==> config.mk <==
export PLATFORM = sky130hd
export DESIGN_NAME = fetch_unit
export DESIGN_NICKNAME = d
export VERILOG_FILES = /design/src/rtl/fetch_pkg.sv /design/src/rtl/fetch_next_pc.sv /design/src/rtl/fetch_unit.sv
export SDC_FILE = /design/constraint.sdc
export NUM_CORES = 1
export LEC_CHECK = 0
export ABC_AREA = 0
export BUFFER_PORTS_ARGS = -buffer_cell sky130_fd_sc_hd__clkbuf_2
export CAP_MARGIN = 15
export CORE_UTILIZATION = 31
export CTS_BUF_LIST = sky130_fd_sc_hd__clkbuf_16
export DETAILED_ROUTE_END_ITERATION = 6
export PLACE_DENSITY = 0.55
export SLEW_MARGIN = 30
export SYNTH_ARGS = -nofsm -noshare
export SYNTH_HDL_FRONTEND = slang
export SYNTH_SLANG_ARGS = --single-unit
==> constraint.sdc <==
create_clock -name clk -period 1.8 [get_ports clk]
set_input_delay 0.36 -clock clk [delete_from_list [all_inputs] [get_ports clk]]
set_output_delay 0.36 -clock clk [all_outputs]
set_load 0.01 [all_outputs]
==> src/rtl/fetch_pkg.sv <==
// rtl/fetch_pkg.sv - shared state type and default widths for the instruction fetch front end
package fetch_pkg;

  localparam int PC_W     = 8;
  localparam int INSTR_W  = 9;
  localparam int OFF_W    = 6;
  localparam int START_PC = 0;

  typedef enum logic [1:0] {
    IDLE   = 2'd0,
    RUN    = 2'd1,
    HALTED = 2'd2
  } fetch_state_t;

endpackage

==> src/rtl/fetch_next_pc.sv <==
// rtl/fetch_next_pc.sv - next fetch address: reload, increment, absolute/relative branch or hold
module fetch_next_pc
  import fetch_pkg::*;
#(
  parameter int PC_W     = fetch_pkg::PC_W,
  parameter int OFF_W    = fetch_pkg::OFF_W,
  parameter int START_PC = fetch_pkg::START_PC
) (
  input  logic              launch,
  input  logic              advance,
  input  logic              redirect,
  input  logic              br_abs,
  input  logic [PC_W-1:0]   pc,
  input  logic [PC_W-1:0]   instr_pc,
  input  logic [PC_W-1:0]   br_target,
  input  logic [OFF_W-1:0]  br_offset,
  output logic [PC_W-1:0]   next_pc
);

  localparam logic [PC_W-1:0] START_ADDR = PC_W'(START_PC);

  logic [PC_W-1:0] offset_ext;

  // START_PC is presented to the ROM during the launch cycle, so the register skips ahead to START_PC+1.
  always_comb begin
    offset_ext = PC_W'($signed(br_offset));
    next_pc    = pc;
    if (launch) begin
      next_pc = START_ADDR + 1'b1;
    end else if (advance) begin
      if (!redirect) begin
        next_pc = pc + 1'b1;
      end else if (br_abs) begin
        next_pc = br_target;
      end else begin
        next_pc = instr_pc + offset_ext;
      end
    end
  end

endmodule

==> src/rtl/fetch_unit.sv <==
// rtl/fetch_unit.sv - PC owner, ROM driver and start/halt run control for the decode datapath
// Optional perf counters (cycle_cnt, instr_cnt) are built when FETCH_PERF_CNT_EN is defined.
module fetch_unit
  import fetch_pkg::*;
#(
  parameter int PC_W     = fetch_pkg::PC_W,
  parameter int INSTR_W  = fetch_pkg::INSTR_W,
  parameter int START_PC = fetch_pkg::START_PC,
  parameter int OFF_W    = fetch_pkg::OFF_W
) (
  input  logic               clk,
  input  logic               rst_n,
  input  logic               start,
  input  logic               halt_req,
  input  logic               stall,
  input  logic               br_taken,
  input  logic               br_abs,
  input  logic [PC_W-1:0]    br_target,
  input  logic [OFF_W-1:0]   br_offset,
  output logic [PC_W-1:0]    imem_addr,
  input  logic [INSTR_W-1:0] imem_rdata,
  output logic [INSTR_W-1:0] instr,
  output logic               instr_valid,
  output logic [PC_W-1:0]    instr_pc,
  output logic               halt
`ifdef FETCH_PERF_CNT_EN
  ,
  output logic [15:0]        cycle_cnt,
  output logic [15:0]        instr_cnt
`endif
);

  localparam logic [PC_W-1:0] START_ADDR = PC_W'(START_PC);

  fetch_state_t       state;
  logic [PC_W-1:0]    pc;
  logic [PC_W-1:0]    next_pc;
  logic               start_prev;
  logic               held;
  logic [INSTR_W-1:0] instr_q;
  logic               launch;
  logic               advance;

  assign launch    = (state == IDLE && start) || (state == HALTED && start && !start_prev);
  assign advance   = (state == RUN) && !stall && !halt_req;
  assign imem_addr = launch ? START_ADDR : pc;

  // The ROM keeps reading the held address during a stall, so the displayed word comes from instr_q.
  assign instr = !instr_valid ? '0 : (held ? instr_q : imem_rdata);

  fetch_next_pc #(
    .PC_W     (PC_W),
    .OFF_W    (OFF_W),
    .START_PC (START_PC)
  ) u_next_pc (
    .launch    (launch),
    .advance   (advance),
    .redirect  (br_taken),
    .br_abs    (br_abs),
    .pc        (pc),
    .instr_pc  (instr_pc),
    .br_target (br_target),
    .br_offset (br_offset),
    .next_pc   (next_pc)
  );

  always_ff @(posedge clk) begin
    if (!rst_n) begin
      state       <= IDLE;
      pc          <= START_ADDR;
      instr_valid <= 1'b0;
      instr_pc    <= '0;
      halt        <= 1'b0;
      start_prev  <= 1'b0;
      held        <= 1'b0;
      instr_q     <= '0;
    end else begin
      start_prev <= start;
      held       <= (state == RUN) && stall;
      instr_q    <= instr;
      pc         <= next_pc;
      case (state)
        IDLE, HALTED: begin
          if (launch) begin
            state       <= RUN;
            halt        <= 1'b0;
            instr_valid <= 1'b1;
            instr_pc    <= START_ADDR;
          end
        end
        RUN: begin
          if (!stall) begin
            if (halt_req) begin
              state       <= HALTED;
              halt        <= 1'b1;
              instr_valid <= 1'b0;
            end else begin
              instr_valid <= !br_taken;
              instr_pc    <= pc;
            end
          end
        end
        default: state <= IDLE;
      endcase
    end
  end

`ifdef FETCH_PERF_CNT_EN
  always_ff @(posedge clk) begin
    if (!rst_n || launch) begin
      cycle_cnt <= '0;
      instr_cnt <= '0;
    end else if (state == RUN) begin
      if (cycle_cnt != 16'hFFFF) cycle_cnt <= cycle_cnt + 16'd1;
      if (instr_valid && !stall && instr_cnt != 16'hFFFF) instr_cnt <= instr_cnt + 16'd1;
    end
  end
`endif

endmodule

==> impl_metrics.env, run 1 <==
export IMPL_outcome="finished with violations"
export IMPL_violations="setup timing"
export IMPL_path_clk_slew_ns=0.05
export IMPL_cts_max_path_buffers=2
export IMPL_path_cells="ha_4 > inv_2 > fa_2 > nor2b_2 > o31a_1 > o21a_1 > or4_1 > a31oi_1"
export IMPL_grt_max_degree=25
export IMPL_drv_cap=0
export IMPL_grt_pass1_wl_um=8180
export IMPL_intPower_mw=1.35
export IMPL_nets=339
export IMPL_ys_types=47
export IMPL_power_leakage_nw=1.13
export IMPL_cts_tree="done"
export IMPL_cts_sinks=31
export IMPL_chipHeight_um=79.6
export IMPL_combPwrFrac_pct=15.8
export IMPL_gp_congestion=0.795
export IMPL_drtIter0Drc=95
export IMPL_hold_viol=0
export IMPL_fmax_ghz=0.510
export IMPL_syn_to_final_growth_pct=38.7
export IMPL_startpoint_type="flop"
export IMPL_worstPathRequired_ns=2.00
export IMPL_setup_viol=2
export IMPL_drt_total_wl_um=5090
export IMPL_setup_worst_path_end_class="flop"
export IMPL_hold_class="input pin to flop"
export IMPL_max_stage_delay_ns=0.48
export IMPL_holdWs_ns=0.306
export IMPL_seq_area_frac_synth_pct=33.3
export IMPL_syn_area_um2=1860
export IMPL_grt_total_usage_pct=16.8
export IMPL_start_util_pct=33.0
export IMPL_worst_skew_pair_late_latency_ns=0.27
export IMPL_antenna_found_initial=0
export IMPL_worst_slew_pin_slew_ns=0.667
export IMPL_synth_nets=258
export IMPL_rsz0062_at_grt="true"
export IMPL_ioPinCount=57
export IMPL_yosys_area_top_type="dfxtp_1"
export IMPL_route_detailed_drc=0
export IMPL_drv_slew=0
export IMPL_die_w_um=79.6
export IMPL_synth_top_area_share_pct=33.3
export IMPL_synth_seq_cells=31
export IMPL_wl_per_cell_um=13.6
export IMPL_p_clk_share_pct=43.8
export IMPL_holdBufCountCts=0
export IMPL_grt_pass1_vias=1675
export IMPL_drtAntennaViolNets=0
export IMPL_tns_ns=-0.231
export IMPL_p_seq_share_pct=40.4
export IMPL_drive_gt1_share_pct=33.9
export IMPL_worstSetupPathType="flop to flop"
export IMPL_slowest_stage="or4_1"
export IMPL_synth_edf_count=0
export IMPL_overflow=0
export IMPL_min_period_ns=1.96
export IMPL_cts_buffers=5
export IMPL_dp_cells=364
export IMPL_yosys_top_cells_area="dfxtp_1 33%, nor2b_1 6.4%, mux2i_1 5.9%"
export IMPL_firstDrtPassIters=4
export IMPL_rows=27
export IMPL_hpwlAfterDp_um=3960
export IMPL_ys_warn_count=0
export IMPL_worstPathArrival_ns=2.16
export IMPL_fillers=570
export IMPL_cts_root_buf="clkbuf_16"
export IMPL_power_switching_mw=0.457
export IMPL_hold_depth=2
export IMPL_final_cells=373
export IMPL_htreeDepth=2
export IMPL_via_per_inst=4.88
export IMPL_swShare_pct=25.3
export IMPL_syn_inst=219
export IMPL_cp_max_fo=3
export IMPL_fin_crit_sh_pct=109
export IMPL_async_reset_ff_share_pct=0
export IMPL_antennaDiodeCount=0
export IMPL_vias=1821
export IMPL_power_density_nw_per_um2=699
export IMPL_core_region_area_um2=5640
export IMPL_die_area_um2=6330
export IMPL_peakVddDrop_mv=0.428
export IMPL_max_slew_margin_pct=55.3
export IMPL_rr_worst_depth=8
export IMPL_syn_area_per_cell_um2=8.51
export IMPL_setup_ws_ns=-0.159
export IMPL_skew_ns=0.00178
export IMPL_port_buffers=56
export IMPL_synthFlopType="dfxtp_1"
==> metal layers <==
| metal | track usage, % | routed length (µm) | part of all wire [%] | vias up |
|---|---|---|---|---|
| li1 | - | - | - | 956 |
| met1 | 22.0 | 2450 | 48 | 819 |
| met2 | 27.1 | 2320 | 46 | 40 |
| met3 | 3.66 | 249 | 4.9 | 6 |
| met4 | 5.45 | 68 | 1.3 | 0 |
| met5 | 0 | 0 | 0 | - |
==> critical path, delay by kind of cell (launching register included) <==
family / cells / cell delay (ns)
AOI/OAI and AO/OA: 3 / 0.61
and+or+nand+nor: 2 / 0.52
adders and majority gates: 2 / 0.37
DFF: 1 / 0.33
buffers and inverters: 1 / 0.05
==> area by class of cell <==
type                            count  area, µm²  share of cell area, %
Inverter                            5       18.8                  0.726
Multi-Input combinational cell    172       1210                   46.9
Clock inverter                      3       15.0                  0.581
Timing Repair Buffer               85        502                   19.4
Sequential cell                    31        623                   24.1
Clock buffer                        5        125                   4.84
Tap cell                           72       90.1                   3.48
==> power groups by stage <==
stage / sequential [mW] / clock, mW / combinational, mW
floorplan: 0.739 / 0 / 0.155
global placement: 0.743 / 0 / 0.278
detailed placement: 0.743 / 0 / 0.280
CTS: 0.729 / 0.817 / 0.286
global route: 0.732 / 0.848 / 0.314
finish: 0.730 / 0.792 / 0.286
==> synthesized netlist by cell type, types with 2 or more instances <==
| library cell | n |
|---|---|
| ha_1 | 8 |
| o21a_1 | 5 |
| xor2_1 | 3 |
| and3_1 | 3 |
| a21oi_1 | 10 |
| and2_1 | 10 |
| or3_1 | 3 |
| nor2b_1 | 19 |
| dfxtp_1 | 31 |
| nor3_1 | 3 |
| nand2b_1 | 5 |
| a31o_2 | 2 |
| a41oi_1 | 2 |
| o21ai_0 | 11 |
| mux2i_1 | 11 |
| nand3b_1 | 2 |
| a211oi_1 | 5 |
| buf_2 | 2 |
| a21boi_1 | 8 |
| clkbuf_1 | 8 |
| inv_1 | 5 |
| o31a_1 | 2 |
| nand2_1 | 15 |
| a31oi_1 | 4 |
| nor2_1 | 11 |
| a21boi_0 | 2 |
| nand3_1 | 9 |
==> worst paths after layout <==
check                              endpoint         from  slack, ns
worst max-delay path                  pc[6]  instr_pc[0]      -0.16
worst min-delay path             start_prev        start       0.31
worst max register to register        pc[6]  instr_pc[0]      -0.16
worst min register to register  instr_pc[4]  instr_pc[4]       0.47
==> state kept, by name, indices dropped and copies added, names as in the netlist <==
| name | count |
|---|---|
| pc | 8 |
| state | 2 |
| held | 1 |
| halt | 1 |
| instr_pc | 8 |
| start_prev | 1 |
| instr_q | 9 |
| instr_valid | 1 |
==> metrics by stage <==
stage          worst slack (ns)  util, %  instance area [µm²]  power (mW)
2_1_floorplan            -0.116        -                 1870       0.893
3_3_place_gp             -0.286     42.6                 2400        1.02
3_5_place_dp             -0.344     42.6                 2400        1.02
4_1_cts                  -0.198     45.5                 2570        1.83
5_1_grt                  -0.214     45.8                 2580        1.89
6_report                 -0.159     45.8                 2580        1.81
==> cells in the final DEF, fill, tap and decap left out, types with 2 or more instances in the layout <==
cell type,n
a211oi_1,4
a21boi_0,2
a21boi_1,8
a21oi_1,10
a31o_2,2
a31oi_1,4
a41oi_1,2
and2_1,10
and3_1,3
buf_4,28
clkbuf_16,5
clkbuf_2,56
clkinv_1,2
dfxtp_1,29
dfxtp_2,2
ha_1,7
inv_1,4
mux2i_1,11
nand2_1,15
nand2b_1,5
nand3_1,9
nand3b_1,2
nor2_1,11
nor2b_1,18
nor3_1,3
o21a_1,5
o21ai_0,11
o31a_1,2
or3_1,3
xor2_1,2
==> timing repair <==
item / CTS / global route
endpoints found under the setup margin: 7 / 5
endpoints found under the hold margin: 0 / 0
resized for setup: 3 / 5
setup buffers: 1 / 0
pin swaps: 1 / 4
==> kinds of logic after synthesis <==
| kind of cell | after synthesis | share of synthesized area (%) |
|---|---|---|
| flip-flops | 31 | 33.3 |
| XOR/XNOR | 4 | 1.88 |
| multiplexers | 11 | 5.91 |
| adder cells (fa/ha/maj) | 9 | 6.44 |
| buffers and inverters | 16 | 3.36 |
| AND/OR/NAND/NOR | 85 | 25.7 |
| AO/OA/AOI/OAI | 63 | 23.4 |
(Power assumes the default switching activity.)
==> inputs of run 2 (changes only) <==
--- a/config.mk
+++ b/config.mk
@@ -11,8 +11,9 @@
 export CORE_UTILIZATION = 31
 export CTS_BUF_LIST = sky130_fd_sc_hd__clkbuf_16
 export DETAILED_ROUTE_END_ITERATION = 6
-export PLACE_DENSITY = 0.55
+export PLACE_DENSITY = 0.54
 export SLEW_MARGIN = 30
 export SYNTH_ARGS = -nofsm -noshare
 export SYNTH_HDL_FRONTEND = slang
+export SYNTH_HIERARCHICAL = 1
 export SYNTH_SLANG_ARGS = --single-unit
==> impl_metrics.env, run 2 <==
export IMPL_outcome="completed"
export IMPL_port_buffers=56
export IMPL_cts_buffers=5
export IMPL_die_w_um=81.1
export IMPL_skew_ns=0.00312
export IMPL_hold_class="input pin to flop"
export IMPL_cts_sinks=31
export IMPL_yosys_top_cells_area="dfxtp_1 32%, mux2i_1 11%, and2_1 8.7%"
export IMPL_synth_nets=260
export IMPL_die_area_um2=6580
export IMPL_cts_tree="done"
export IMPL_cts_max_path_buffers=2
export IMPL_drtAntennaViolNets=0
export IMPL_grt_pass1_wl_um=7460
export IMPL_setup_ws_ns=0.00122
export IMPL_grt_pass1_vias=1522
export IMPL_largest_register_ffs=9
export IMPL_drtIter0Drc=71
export IMPL_antennaDiodeCount=0
export IMPL_final_cell_mix="56 x clkbuf_2, 28 x dfxtp_1, 27 x and2_1"
export IMPL_worst_skew_pair_late_latency_ns=0.27
export IMPL_hold_viol=0
export IMPL_rows=28
export IMPL_overflow=0
export IMPL_hpwlAfterDp_um=3590
export IMPL_synth_edf_count=0
export IMPL_path_clk_slew_ns=0.05
export IMPL_via_per_inst=4.66
export IMPL_syn_area_per_cell_um2=8.78
export IMPL_synth_adder_area_share_pct=6.19
export IMPL_setup_worst_path_end_class="flop"
export IMPL_top_regs="instr_q x9, instr_pc x8, pc x8"
export IMPL_wl_met3_um=181
export IMPL_core_region_area_um2=5990
export IMPL_route_detailed_drc=0
export IMPL_power_density_nw_per_um2=733
export IMPL_synth_simple_area_share_pct=28.1
export IMPL_syn_area_um2=1940
export IMPL_max_slew_margin_pct=74.0
export IMPL_muxShareOfSynthArea_pct=12.6
export IMPL_ys_top_cells_by_count="31 x dfxtp_1, 27 x and2_1, 25 x nand2_1"
export IMPL_yosysMostFrequentCell="dfxtp_1"
export IMPL_rsz0062_at_grt="true"
export IMPL_start_util_pct=32.4
export IMPL_synth_top_family_by_area="simple AND/OR/NAND/NOR gates"
export IMPL_chipHeight_um=81.1
export IMPL_worstPathArrival_ns=1.97
export IMPL_power_leakage_nw=1.22
export IMPL_htreeDepth=2
export IMPL_fillers=618
export IMPL_worst_slew_pin_slew_ns=0.389
export IMPL_drv_slew=0
export IMPL_routed_top_layer="met4"
export IMPL_synth_xor_area_share_pct=2.26
export IMPL_synth_compound_area_share_pct=15.5
export IMPL_grt_max_degree=24
export IMPL_cts_root_buf="clkbuf_16"
export IMPL_worstSetupPathType="flop to flop"
export IMPL_synth_top_area_share_pct=32.0
export IMPL_ys_types=55
export IMPL_met2_length_um=2040
export IMPL_worstPathRequired_ns=1.97
export IMPL_syn_to_final_growth_pct=37.2
export IMPL_nets=336
export IMPL_synthFlopType="dfxtp_1"
export IMPL_seq_area_frac_synth_pct=32.0
export IMPL_yosys_area_top_type="dfxtp_1"
export IMPL_setup_viol=0
export IMPL_synth_seq_cells=31
export IMPL_syn_inst=221
export IMPL_tns_ns=0
export IMPL_startpoint_type="flop"
export IMPL_drv_cap=0
export IMPL_async_reset_ff_share_pct=0
export IMPL_vias=1739
export IMPL_antenna_found_initial=0
export IMPL_wl_per_cell_um=12.7
export IMPL_peakVddDrop_mv=0.452
export IMPL_cp_max_fo=2
export IMPL_fmax_ghz=0.556
export IMPL_wl_met1_um=2480
export IMPL_fin_crit_sh_pct=99.9
export IMPL_drive_gt1_share_pct=37.6
export IMPL_ys_warn_count=6
export IMPL_min_period_ns=1.80
export IMPL_gp_congestion=0.774
export IMPL_grt_total_usage_pct=14.9
export IMPL_firstDrtPassIters=4
export IMPL_drt_total_wl_um=4750
export IMPL_top_register="instr_q"
export IMPL_final_common_cell="clkbuf_2"
export IMPL_ioPinCount=57
export IMPL_place_ws_ns=-0.213
export IMPL_power_mw=1.95
-- run 2: changes by cell type after synthesis, moves of 5 or more --
cell / previous run / this run
and2_1: 10 / 27
mux2i_1: 11 / 21
nor2b_1: 19 / 12
nand3_1: 9 / 3
clkbuf_1: 8 / 3
a21boi_1: 8 / 0
nand2_1: 15 / 25
-- run 2: report_power, final --
group          internal, mW  switching (mW)
combinational         0.140           0.137
clock                 0.644           0.300
sequential            0.708          0.0207
total                  1.49           0.458
-- run 2: layout make-up --
| cell class | count | area, µm² | share of cell area, % |
|---|---|---|---|
| clock buffer | 5 | 125 | 4.70 |
| sequential | 31 | 624 | 23.5 |
| inverter | 3 | 11.3 | 0.423 |
| tap | 75 | 93.8 | 3.53 |
| timing repair buffer | 80 | 460 | 17.3 |
| multi-input combinational | 176 | 1310 | 49.1 |
| clock inverter | 3 | 38.8 | 1.46 |
-- run 2: logic make-up after synthesis --
family | count (synthesis)
DFF | 31
adders and majority gates | 9
xor gates and xnor gates | 5
AOI/OAI and AO/OA | 44
buffers and inverters | 14
muxes | 24
and+or+nand+nor | 94
-- run 2: layer usage --
metal | GRT usage [%] | vias to the layer above
met3 | 2.92 | 5
met5 | 0 | -
met4 | 4.29 | 0
li1 | - | 919
met2 | 21.9 | 41
met1 | 21.6 | 774
-- run 2: worst max-delay path: stages (launching register included) --
cell and delay (ns):
dfxtp_2 0.33, ha_4 0.16, fa_2 0.37, a21oi_4 0.15, o21ai_2 0.08, mux2_4 0.30
a21oi_2 0.13, nor4_1 0.05, and2_1 0.13
-- run 2: stage by stage --
stage	util, %	instances	hold slack (ns)	area (µm²)
6_report	44.4	373	0.343	2660
3_3_place_gp	41.3	365	0.471	2470
3_5_place_dp	41.3	365	0.484	2470
4_1_cts	44.2	373	0.343	2650
5_1_grt	44.4	373	0.376	2660
2_1_floorplan	-	221	0.465	1970
-- run 2: final timing paths --
path | startpoint | end | slack (ns) | cells past startpoint
setup reg to reg | instr_pc[0] | pc[6] | 0.001 | 8
hold / removal | start | start_prev | 0.34 | 2
setup / recovery | instr_pc[0] | pc[6] | 0.001 | 8
hold reg to reg | instr_pc[2] | instr_pc[2] | 0.48 | 2
-- run 2: timing repair --
action	in CTS	in global routing
setup buffers	0	0
endpoints found under the setup margin	11	14
pin swaps	2	2
resized for setup	3	5
hold endpoints to repair	0	0
hold buffers	0	0
